--- config.mk ---
export PLATFORM = sky130hd
export DESIGN_NAME = mac_accumulator
export DESIGN_NICKNAME = d
export VERILOG_FILES = /design/src/rtl/mac_accumulator.sv
export SDC_FILE = /design/constraint.sdc
export NUM_CORES = 1
export LEC_CHECK = 0
export CAP_MARGIN = 0
export CELL_PAD_IN_SITES_DETAIL_PLACEMENT = 1
export CELL_PAD_IN_SITES_GLOBAL_PLACEMENT = 1
export CORE_MARGIN = 2
export CORE_UTILIZATION = 30
export CTS_CLUSTER_DIAMETER = 100
export DETAILED_ROUTE_END_ITERATION = 8
export MAX_ROUTING_LAYER = met4
export PLACE_DENSITY_LB_ADDON = 0.1
export SYNTH_ARGS = -nofsm -noshare
export SYNTH_HDL_FRONTEND = slang
export SYNTH_SLANG_ARGS = --single-unit
--- constraint.sdc ---
create_clock -name clk -period 2.9 [get_ports clk]
set_input_delay 0.29 -clock clk [delete_from_list [all_inputs] [get_ports clk]]
set_output_delay 0.29 -clock clk [all_outputs]
set_load 0.02 [all_outputs]
--- src/rtl/mac_accumulator.sv ---
// Accumulates a stream of 32-bit unsigned products into an ACC_W-bit sum.
// Raises a sticky overflow flag on wrap and holds the result until downstream takes it.
module mac_accumulator #(
  parameter int ACC_W = 40,
  parameter int CNT_W = 8
) (
  input  logic             clk,
  input  logic             rst_n,
  input  logic             start,
  input  logic [CNT_W-1:0] len,
  input  logic             prod_valid,
  input  logic [31:0]      prod,
  output logic             prod_ready,
  output logic             sum_valid,
  output logic [ACC_W-1:0] sum,
  input  logic             sum_ready,
  output logic             overflow,
  output logic             busy
);

  typedef enum logic [1:0] {
    IDLE = 2'd0,
    ACC  = 2'd1,
    HOLD = 2'd2
  } state_t;

  localparam logic [CNT_W-1:0] CNT_ONE = CNT_W'(1);

  state_t           state_q, state_d;
  logic [ACC_W-1:0] acc_q, acc_d;
  logic [CNT_W-1:0] rem_q, rem_d;
  logic             ovf_q, ovf_d;
  logic             prod_ready_q, prod_ready_d;
  logic             sum_valid_q, sum_valid_d;
  logic             busy_q, busy_d;

  logic             beat;
  logic [ACC_W:0]   acc_sum;

  // prod_ready_q is high exactly while in ACC, so it doubles as the state qualifier
  assign beat    = prod_valid && prod_ready_q;
  assign acc_sum = {1'b0, acc_q} + {{(ACC_W + 1 - 32){1'b0}}, prod};

  always_comb begin
    state_d = state_q;
    acc_d   = acc_q;
    rem_d   = rem_q;
    ovf_d   = ovf_q;
    case (state_q)
      IDLE: begin
        if (start) begin
          acc_d   = '0;
          ovf_d   = 1'b0;
          rem_d   = len;
          state_d = (len == '0) ? HOLD : ACC;
        end
      end
      ACC: begin
        if (beat) begin
          acc_d = acc_sum[ACC_W-1:0];
          if (acc_sum[ACC_W]) ovf_d = 1'b1;
          if (rem_q != '0) rem_d = rem_q - CNT_ONE;
          if (rem_q <= CNT_ONE) state_d = HOLD;
        end
      end
      HOLD: begin
        if (sum_ready) state_d = IDLE;
      end
      default: state_d = IDLE;
    endcase
    prod_ready_d = (state_d == ACC);
    sum_valid_d  = (state_d == HOLD);
    busy_d       = (state_d != IDLE);
  end

  always_ff @(posedge clk or negedge rst_n) begin
    if (!rst_n) begin
      state_q      <= IDLE;
      acc_q        <= '0;
      rem_q        <= '0;
      ovf_q        <= 1'b0;
      prod_ready_q <= 1'b0;
      sum_valid_q  <= 1'b0;
      busy_q       <= 1'b0;
    end else begin
      state_q      <= state_d;
      acc_q        <= acc_d;
      rem_q        <= rem_d;
      ovf_q        <= ovf_d;
      prod_ready_q <= prod_ready_d;
      sum_valid_q  <= sum_valid_d;
      busy_q       <= busy_d;
    end
  end

  // acc is only cleared by start or reset, so in IDLE it still shows the last result
  assign sum        = acc_q;
  assign overflow   = ovf_q;
  assign prod_ready = prod_ready_q;
  assign sum_valid  = sum_valid_q;
  assign busy       = busy_q;

endmodule
* Yosys cells after proc, flatten, opt, wreduce, memory -nomap -nowiden *
Index checks and enable logic that the tools add are counted.

storage, ports and cells
  flip-flop bits (word level) = 54
  output and inout bits = 44

cells by class
  equal/unequal tests = 8
  $add $sub $neg = 2
  mux-type cells = 17
  order comparisons = 1
  reduce and logical (&&, ||, !) cells = 9

operators with widths
  kind                                                            count
  two-way mux 40 bit                                              2
  one-hot mux 40 bit (2 select lines)                             1
  adder 40 x 32 -> 41 bit                                         1
  two-way mux 8 bit                                               3
  one-hot mux 8 bit (2 select lines)                              1
  two-way mux 2 bit                                               5
  less-or-equal comparator 8 x 1 -> 1 bit, second input constant  1
  logical NOT 8 bit                                               1
  != test 2 bit, second input constant                            4
  AND reduction 4 bit                                             2
  nonzero test 8 bit                                              1
  subtractor 8 x 1 -> 8 bit, second input constant                1
  one-hot mux 2 bit (3 select lines)                              1
  == test 2 x 1 -> 1 bit, second input constant                   2
  == test 2 bit, second input constant                            2
  nonzero test 2 bit                                              2
  two-way mux 1 bit                                               3
  AND reduction 3 bit                                             1
  logical NOT 2 bit                                               1
  one-hot mux 1 bit (2 select lines)                              1
  logical AND 1 bit                                               1

* Logic depth before layout (Yosys ltp) *
Gate-level depths: netlist (run 1).

  depth in word-level cells = 5
  depth in mapped cells = 10

* Least setup slack after synthesis (run 1) *
OpenSTA, ideal clock, no wires.

  path kind = register -> register
  start point = register acc_q[0], in the netlist sum[0]
  end point = register acc_q[34], in the netlist sum[34]
  cell stages (with the launch flop) = 11
  data required time = 2767 ps
  setup slack = 40 ps
  data arrival time = 2726 ps
  buffers on the path = 0
  cell sequence = dfrtp_1 > ha_1 > fa_1 > a21o_1 > a221o_1 > a21oi_4 > o311ai_2 > a221oi_2 > nor4_1 > a311oi_1 > o31ai_1

between the ends
  cells in the longest elaborated chain, start to end = 3

RTL lines
  element                              line  RTL
  start, declared                      30    logic [ACC_W-1:0] acc_q, acc_d;
  start signal, assigned               79    acc_q <= '0;
  start signal, assigned               87    acc_q <= acc_d;
  adder 40 x 32 -> 41 bit              42    assign acc_sum = {1'b0, acc_q} + {{(ACC_W + 1 - 32){1'b0}}, prod};
  two-way mux 40 bit                   59    if (beat) begin
  one-hot mux 40 bit (2 select lines)  49    case (state_q)

No other way between the ends. The select of a mux whose other input is x is not followed.
A chain may end at the register's enable or synchronous reset.

* Worst setup path after layout (run 1) *
Same ends and word-level chain as after synthesis.

==> results_dict.tcl, run 1 <==
set metrics [dict create \
    portBuffers 88 \
    drc_errors 0 \
    synthArstFlopShare_pct 100 \
    ff2ff_setup_slack_ps 60 \
    wl_met2_mm 6.44 \
    status "completed" \
    finalCriticalPeriod_ps 2840 \
    overflow 0 \
    hold_slack_ps 131 \
    crit_arrival_ps 3060 \
    core_mm2 0.0133 \
    ys_types 67 \
    drive_gt1_share_pct 15.3 \
    hold_viol 0 \
    die_area_mm2 0.0147 \
    synthFlopType "dfrtp_1" \
    clockRootBuffer "clkbuf_16" \
    met3_wirelength_um 456 \
    routed_via_density 5.24 \
    r2r_start "sum[0]$_DFFE_PN0P_" \
    fin_crit_sh_pct 97.8 \
    post_drt_wl_per_cell_um 17.2 \
    cts_hold_buf 0 \
    seq_area_frac_synth_pct 32.7 \
    power-per-cell-area_mw_per_mm2 1190 \
    clock_path_buffers 2 \
    place_ws_ps -264 \
    path_class "register to register" \
    antenna_found_initial 0 \
    min_path_type "input port to async pin" \
    gp_congestion 0.881 \
    rr_worst_depth 11 \
    reg2reg_to "sum[34]$_DFFE_PN0P_" \
    antenna_cells 0 \
    htreeDepth 2 \
    grt_max_degree 55 \
    fmax_mhz 353 \
    grt_usage_pct 20.0 \
    synth_top_area_cell "dfrtp_1" \
    top_layer "met4" \
    synth_top_cell_area_share_pct 32.7 \
    syn_avg_cell_area_um2 8.70 \
    end_kind "register" \
    firstDrtPassIters 4 \
    grt_pass1_vias 4507 \
    crit_start "sum[0]$_DFFE_PN0P_" \
    die_h_um 121 \
    yosys_warnings 0 \
    cts_tree "done" \
    layout.nets 693 \
    cts.sinks 54 \
    max_slew.worst_pin.slew_ps 743 \
    netlist_instances 475 \
    rsz0062_at_grt "true" \
    clk_pin_slew_worst_paths_ps 80 \
    power.total_uw 6840 \
    cp.required_ps 3120 \
    rows 42 \
    drv_slew 0 \
    io_pins 89 \
    start_util_pct 31.0 \
    skew_ps 8.23 \
    ys_seq_elements 54 \
    dr_total_vias 4137 \
    grt_pass1_wl_mm 22.8 \
    crit_path_start_kind "register" \
    endpoint "sum[34]$_DFFE_PN0P_" \
    area_growth_pct 39.0 \
    cp_max_fo 3 \
    synth_nets 556 \
    die_w_um 121 \
    slew_headroom_pct 50.5 \
    clock_latency_ps 310 \
    drtAntennaViolNets 0 \
    synth.cell_area_mm2 0.00413 \
    fin_ws_ps 63.8 \
    cts_buffers 5 \
    place_hpwl_mm 10.4 \
    wl_met1_mm 6.44 \
    layout_commonest_cell "clkdlybuf4s50_1" \
    synth.area.top_cells "dfrtp_1 (33%), ha_1 (11%), nand2_1 (6.1%)" \
    ir_worst_vdd_mv 0.350 \
    leakage_uw 0.00257 \
    setup_violations 0 \
    cap_violations 0 \
    synth-edff-count 0 \
    drt-initial-drc-count 203 \
    final_cell_mix "clkdlybuf4s50_1 (87), nand2_1 (67), buf_4 (61)" \
    wl_mm 13.6 \
]
## final cells by class
| cell class | instances | area [µm²] |
|---|---|---|
| repair buffers | 149 | 1330 |
| fillers | 1598 | 7600 |
| clock inverters | 3 | 47.5 |
| inverters | 8 | 30.0 |
| flip-flops and latches | 54 | 1350 |
| well taps | 176 | 220 |
| multi-input cells | 394 | 2640 |
| clock buffers | 5 | 125 |
## flip-flops by register name, summed over array words and instances, names as in the netlist
signal and count:
sum_valid 1, rem_q 8, busy 1, overflow 1, state_q 2, prod_ready 1
sum 40
## synth_stat cells, types with 6 or more instances
cell type	number
xor2_1	14
o21ai_0	46
nor2_1	22
dfrtp_1	54
ha_1	35
xnor2_1	15
clkbuf_1	9
a21o_1	13
or3_1	6
nand2_1	67
nand3_1	14
nor3_1	7
inv_1	8
and3_1	6
a21oi_1	50
## how the worst min path moves through the flow
stage / startpoint / to / slack [ps] / cells past startpoint
after floorplan: rst_n / busy$_DFF_PN0_ / -6 / 0
after global placement: rem_q[7]$_DFFE_PN0P_ / rem_q[7]$_DFFE_PN0P_ / 490 / 2
after detailed placement: rst_n / sum[6]$_DFFE_PN0P_ / 500 / 2
after CTS: rst_n / sum[6]$_DFFE_PN0P_ / 170 / 2
after global routing: rst_n / sum[6]$_DFFE_PN0P_ / 190 / 2
final: rst_n / sum[6]$_DFFE_PN0P_ / 130 / 2
## logic make-up after synthesis
logic type                 synth area share [%]
AOI/OAI and AO/OA                          28.3
xor gates and xnor gates                   6.14
adders and majority gates                  11.1
buffers and inverters                      3.87
DFF                                        32.7
muxes                                     0.242
and+or+nand+nor                            17.7
## worst max-delay path, cell delays in order (launching register included)
cell,delay (ps)
dfrtp_1,410
ha_2,200
fa_2,340
a21o_1,200
a221o_1,380
a21oi_4,220
o311ai_4,130
a221oi_2,340
buf_4,170
buf_4,90
nor2_1,30
o31ai_1,220
## stage by stage
stage | util, % | instance area, µm² | TNS (ps) | cells
3_3_place_gp | 41.5 | 5540 | -1310 | 778
4_1_cts | 42.8 | 5710 | 0 | 786
3_5_place_dp | 41.5 | 5540 | -2200 | 778
5_1_grt | 43.1 | 5750 | -167 | 789
6_report | 43.1 | 5750 | 0 | 789
2_1_floorplan | - | 4130 | 0 | 475
## report_power, final
part	leakage [µW]	switching (µW)	internal [µW]
combinational	0.00182	2520	2150
sequential	0.000661	327	1090
clock	0.0000844	334	414
## metal layers
layer / global-route usage, % / vias up
li1: - / 2030
met1: 26.3 / 2012
met2: 32.1 / 78
met3: 3.38 / 17
met4: 5.53 / 0
met5: - / -
## what timing repair did
item	4_1_cts	5_1_grt
endpoints found under the setup margin	0	7
setup buffers	0	3
gates resized for setup	0	4
Note: power is estimated with default switching activity, not from simulation.
==> inputs of run 2 (changes only) <==
--- a/config.mk
+++ b/config.mk
@@ -12,6 +12,7 @@
 export CORE_UTILIZATION = 30
 export CTS_CLUSTER_DIAMETER = 100
 export DETAILED_ROUTE_END_ITERATION = 8
+export HOLD_SLACK_MARGIN = 0.12
 export MAX_ROUTING_LAYER = met4
 export PLACE_DENSITY_LB_ADDON = 0.1
 export SYNTH_ARGS = -nofsm -noshare
==> constraint.sdc (replaced) <==
create_clock -name clk -period 2.46 [get_ports clk]
set_input_delay 0.246 -clock clk [delete_from_list [all_inputs] [get_ports clk]]
set_output_delay 0.246 -clock clk [all_outputs]
set_load 0.02 [all_outputs]
==> results_dict.tcl, run 2 (synthesized netlist as in run 1, its figures left out) <==
set metrics [dict create \
    dr_total_vias 4435 \
    post_drt_wl_per_cell_um 17.7 \
    place_hpwl_mm 11.1 \
    path_class "register to register" \
    cp.required_ps 2640 \
    grt_usage_pct 20.7 \
    rows 42 \
    cp_max_fo 3 \
    p_sw_uw 4290 \
    grt_max_degree 33 \
    fin_crit_sh_pct 111 \
    clock_latency_ps 320 \
    finalCriticalPeriod_ps 2730 \
    status "finished, violations left" \
    clk_pin_slew_worst_paths_ps 90 \
    area_growth_pct 59.1 \
    overflow 0 \
    clockRootBuffer "clkbuf_16" \
    gp_congestion 0.914 \
    core_mm2 0.0133 \
    combPwrFrac_pct 73.7 \
    p_clk_share_pct 8.6 \
    cts.sinks 54 \
    skew_ps 10.1 \
    min_path_type "input port to async pin" \
    drv_slew 0 \
    portBuffers 88 \
    antenna_found_initial 0 \
    routed_via_density 5.21 \
    clock_path_buffers 2 \
    io_pins 89 \
    die_area_mm2 0.0147 \
    num-fill-cells 1603 \
    seqPwrFrac_pct 17.7 \
    hold_viol 0 \
    violations "setup timing" \
    hold_slack_ps 351 \
    layout.nets 756 \
    final_cell_area_mm2 0.00658 \
    cts_tree "done" \
    die_w_um 121 \
    die_h_um 121 \
    fin_setup_tns_ps -2420 \
    drc_errors 0 \
    leakage_uw 0.00294 \
    fin_ws_ps -267 \
    p_int_uw 5040 \
    final_cell_mix "buf_4 (120), clkdlybuf4s50_1 (85), nand2_1 (64)" \
    grt_pass1_vias 4639 \
    grt_pass1_wl_mm 23.5 \
    slew_headroom_pct 52.2 \
    layout_commonest_cell "buf_4" \
    power-per-cell-area_mw_per_mm2 1420 \
    cts_buffers 5 \
    crit_path_start_kind "register" \
    fmax_mhz 367 \
    wl_mm 15.0 \
    post_dp_cell_area_mm2 0.00595 \
    max_slew.worst_pin.slew_ps 714 \
    cap_violations 0 \
    drtAntennaViolNets 0 \
    antenna_cells 0 \
    setup_violations 19 \
    drt-initial-drc-count 153 \
    sw_frac_of_total_pct 46.0 \
    crit_arrival_ps 2910 \
    end_kind "register" \
    firstDrtPassIters 4 \
    start_util_pct 31.0 \
    drive_gt1_share_pct 30.2 \
    htreeDepth 2 \
    ir_worst_vdd_mv 0.574 \
    rsz0062_at_grt "true" \
    largest_reg_flops 40 \
]
-- run 2: final timing paths --
path                                      start                   end  slack, ps  depth (start not counted)
max                          sum[1]$_DFFE_PN0P_   sum[30]$_DFFE_PN0P_       -270                         10
min                                       rst_n    sum[1]$_DFFE_PN0P_        350                          2
max reg2reg                  sum[1]$_DFFE_PN0P_   sum[30]$_DFFE_PN0P_       -270                         10
min reg2reg                rem_q[7]$_DFFE_PN0P_  rem_q[7]$_DFFE_PN0P_        520                          2
max in group asynchronous                 rst_n   sum[29]$_DFFE_PN0P_       1410                          3
min in group clk                         len[0]  rem_q[0]$_DFFE_PN0P_        500                          3
-- run 2: timing repair --
item / CTS / global route
gates resized for setup: 29 / 42
pin swaps: 22 / 20
endpoints found under the setup margin: 23 / 29
hold buffers: 1 / 0
buffers inserted: 13 / 7
endpoints found under the hold margin: 10 / 0
-- run 2: power groups by stage --
stage	clock [µW]	sequential [µW]	combinational, µW
after global routing	847	1710	7490
after floorplan	0	1960	3080
after global placement	0	1630	5930
final	801	1650	6870
after CTS	826	1640	6480
after detailed placement	0	1650	6070
-- run 2: cell type report --
type | count | area [µm²] | share of cell area [%]
multi-input cells | 394 | 3000 | 45.6
repair buffers | 212 | 1820 | 27.7
flip-flops and latches | 54 | 1350 | 20.6
well taps | 176 | 220 | 3.35
clock buffers | 5 | 125 | 1.90
inverters | 8 | 30.0 | 0.457
clock inverters | 3 | 26.3 | 0.400
-- run 2: metal layers --
metal | GRT usage, % | vias to the layer above | wire length [µm]
li1 | - | 2149 | -
met1 | 26.6 | 2173 | 6860
met2 | 34.4 | 87 | 7420
met3 | 2.58 | 26 | 439
met4 | 6.11 | 0 | 328
met5 | - | - | 0
-- run 2: metrics by stage --
| step | cells | setup WS, ps | total power, µW | utilization (%) |
|---|---|---|---|---|
| after detailed placement | 827 | -611 | 7720 | 44.6 |
| after floorplan | 475 | -288 | 5040 | - |
| after global routing | 852 | -360 | 10100 | 49.3 |
| after CTS | 848 | -213 | 8950 | 47.5 |
| after global placement | 827 | -544 | 7560 | 44.6 |
| final | 852 | -267 | 9330 | 49.3 |
-- run 2: worst max-delay path, stage by stage, from the launching register on --
cell and delay, ps:
dfrtp_1 420, buf_4 160, fa_2 360, a21o_1 180, a221o_1 350, a21oi_4 200
o311ai_4 130, a221oi_4 350, buf_4 170, xor2_1 160, o21ai_1 100
==> inputs of run 3 (changes only) <==
--- a/config.mk
+++ b/config.mk
@@ -5,7 +5,7 @@
 export SDC_FILE = /design/constraint.sdc
 export NUM_CORES = 1
 export LEC_CHECK = 0
-export CAP_MARGIN = 0
+export CAP_MARGIN = 10
 export CELL_PAD_IN_SITES_DETAIL_PLACEMENT = 1
 export CELL_PAD_IN_SITES_GLOBAL_PLACEMENT = 1
 export CORE_MARGIN = 2
@@ -15,6 +15,7 @@
 export HOLD_SLACK_MARGIN = 0.12
 export MAX_ROUTING_LAYER = met4
 export PLACE_DENSITY_LB_ADDON = 0.1
+export SLEW_MARGIN = 40
 export SYNTH_ARGS = -nofsm -noshare
 export SYNTH_HDL_FRONTEND = slang
 export SYNTH_SLANG_ARGS = --single-unit
==> results of run 3 <==
The final DEF is identical to that of run 2; final timing and power are the same.
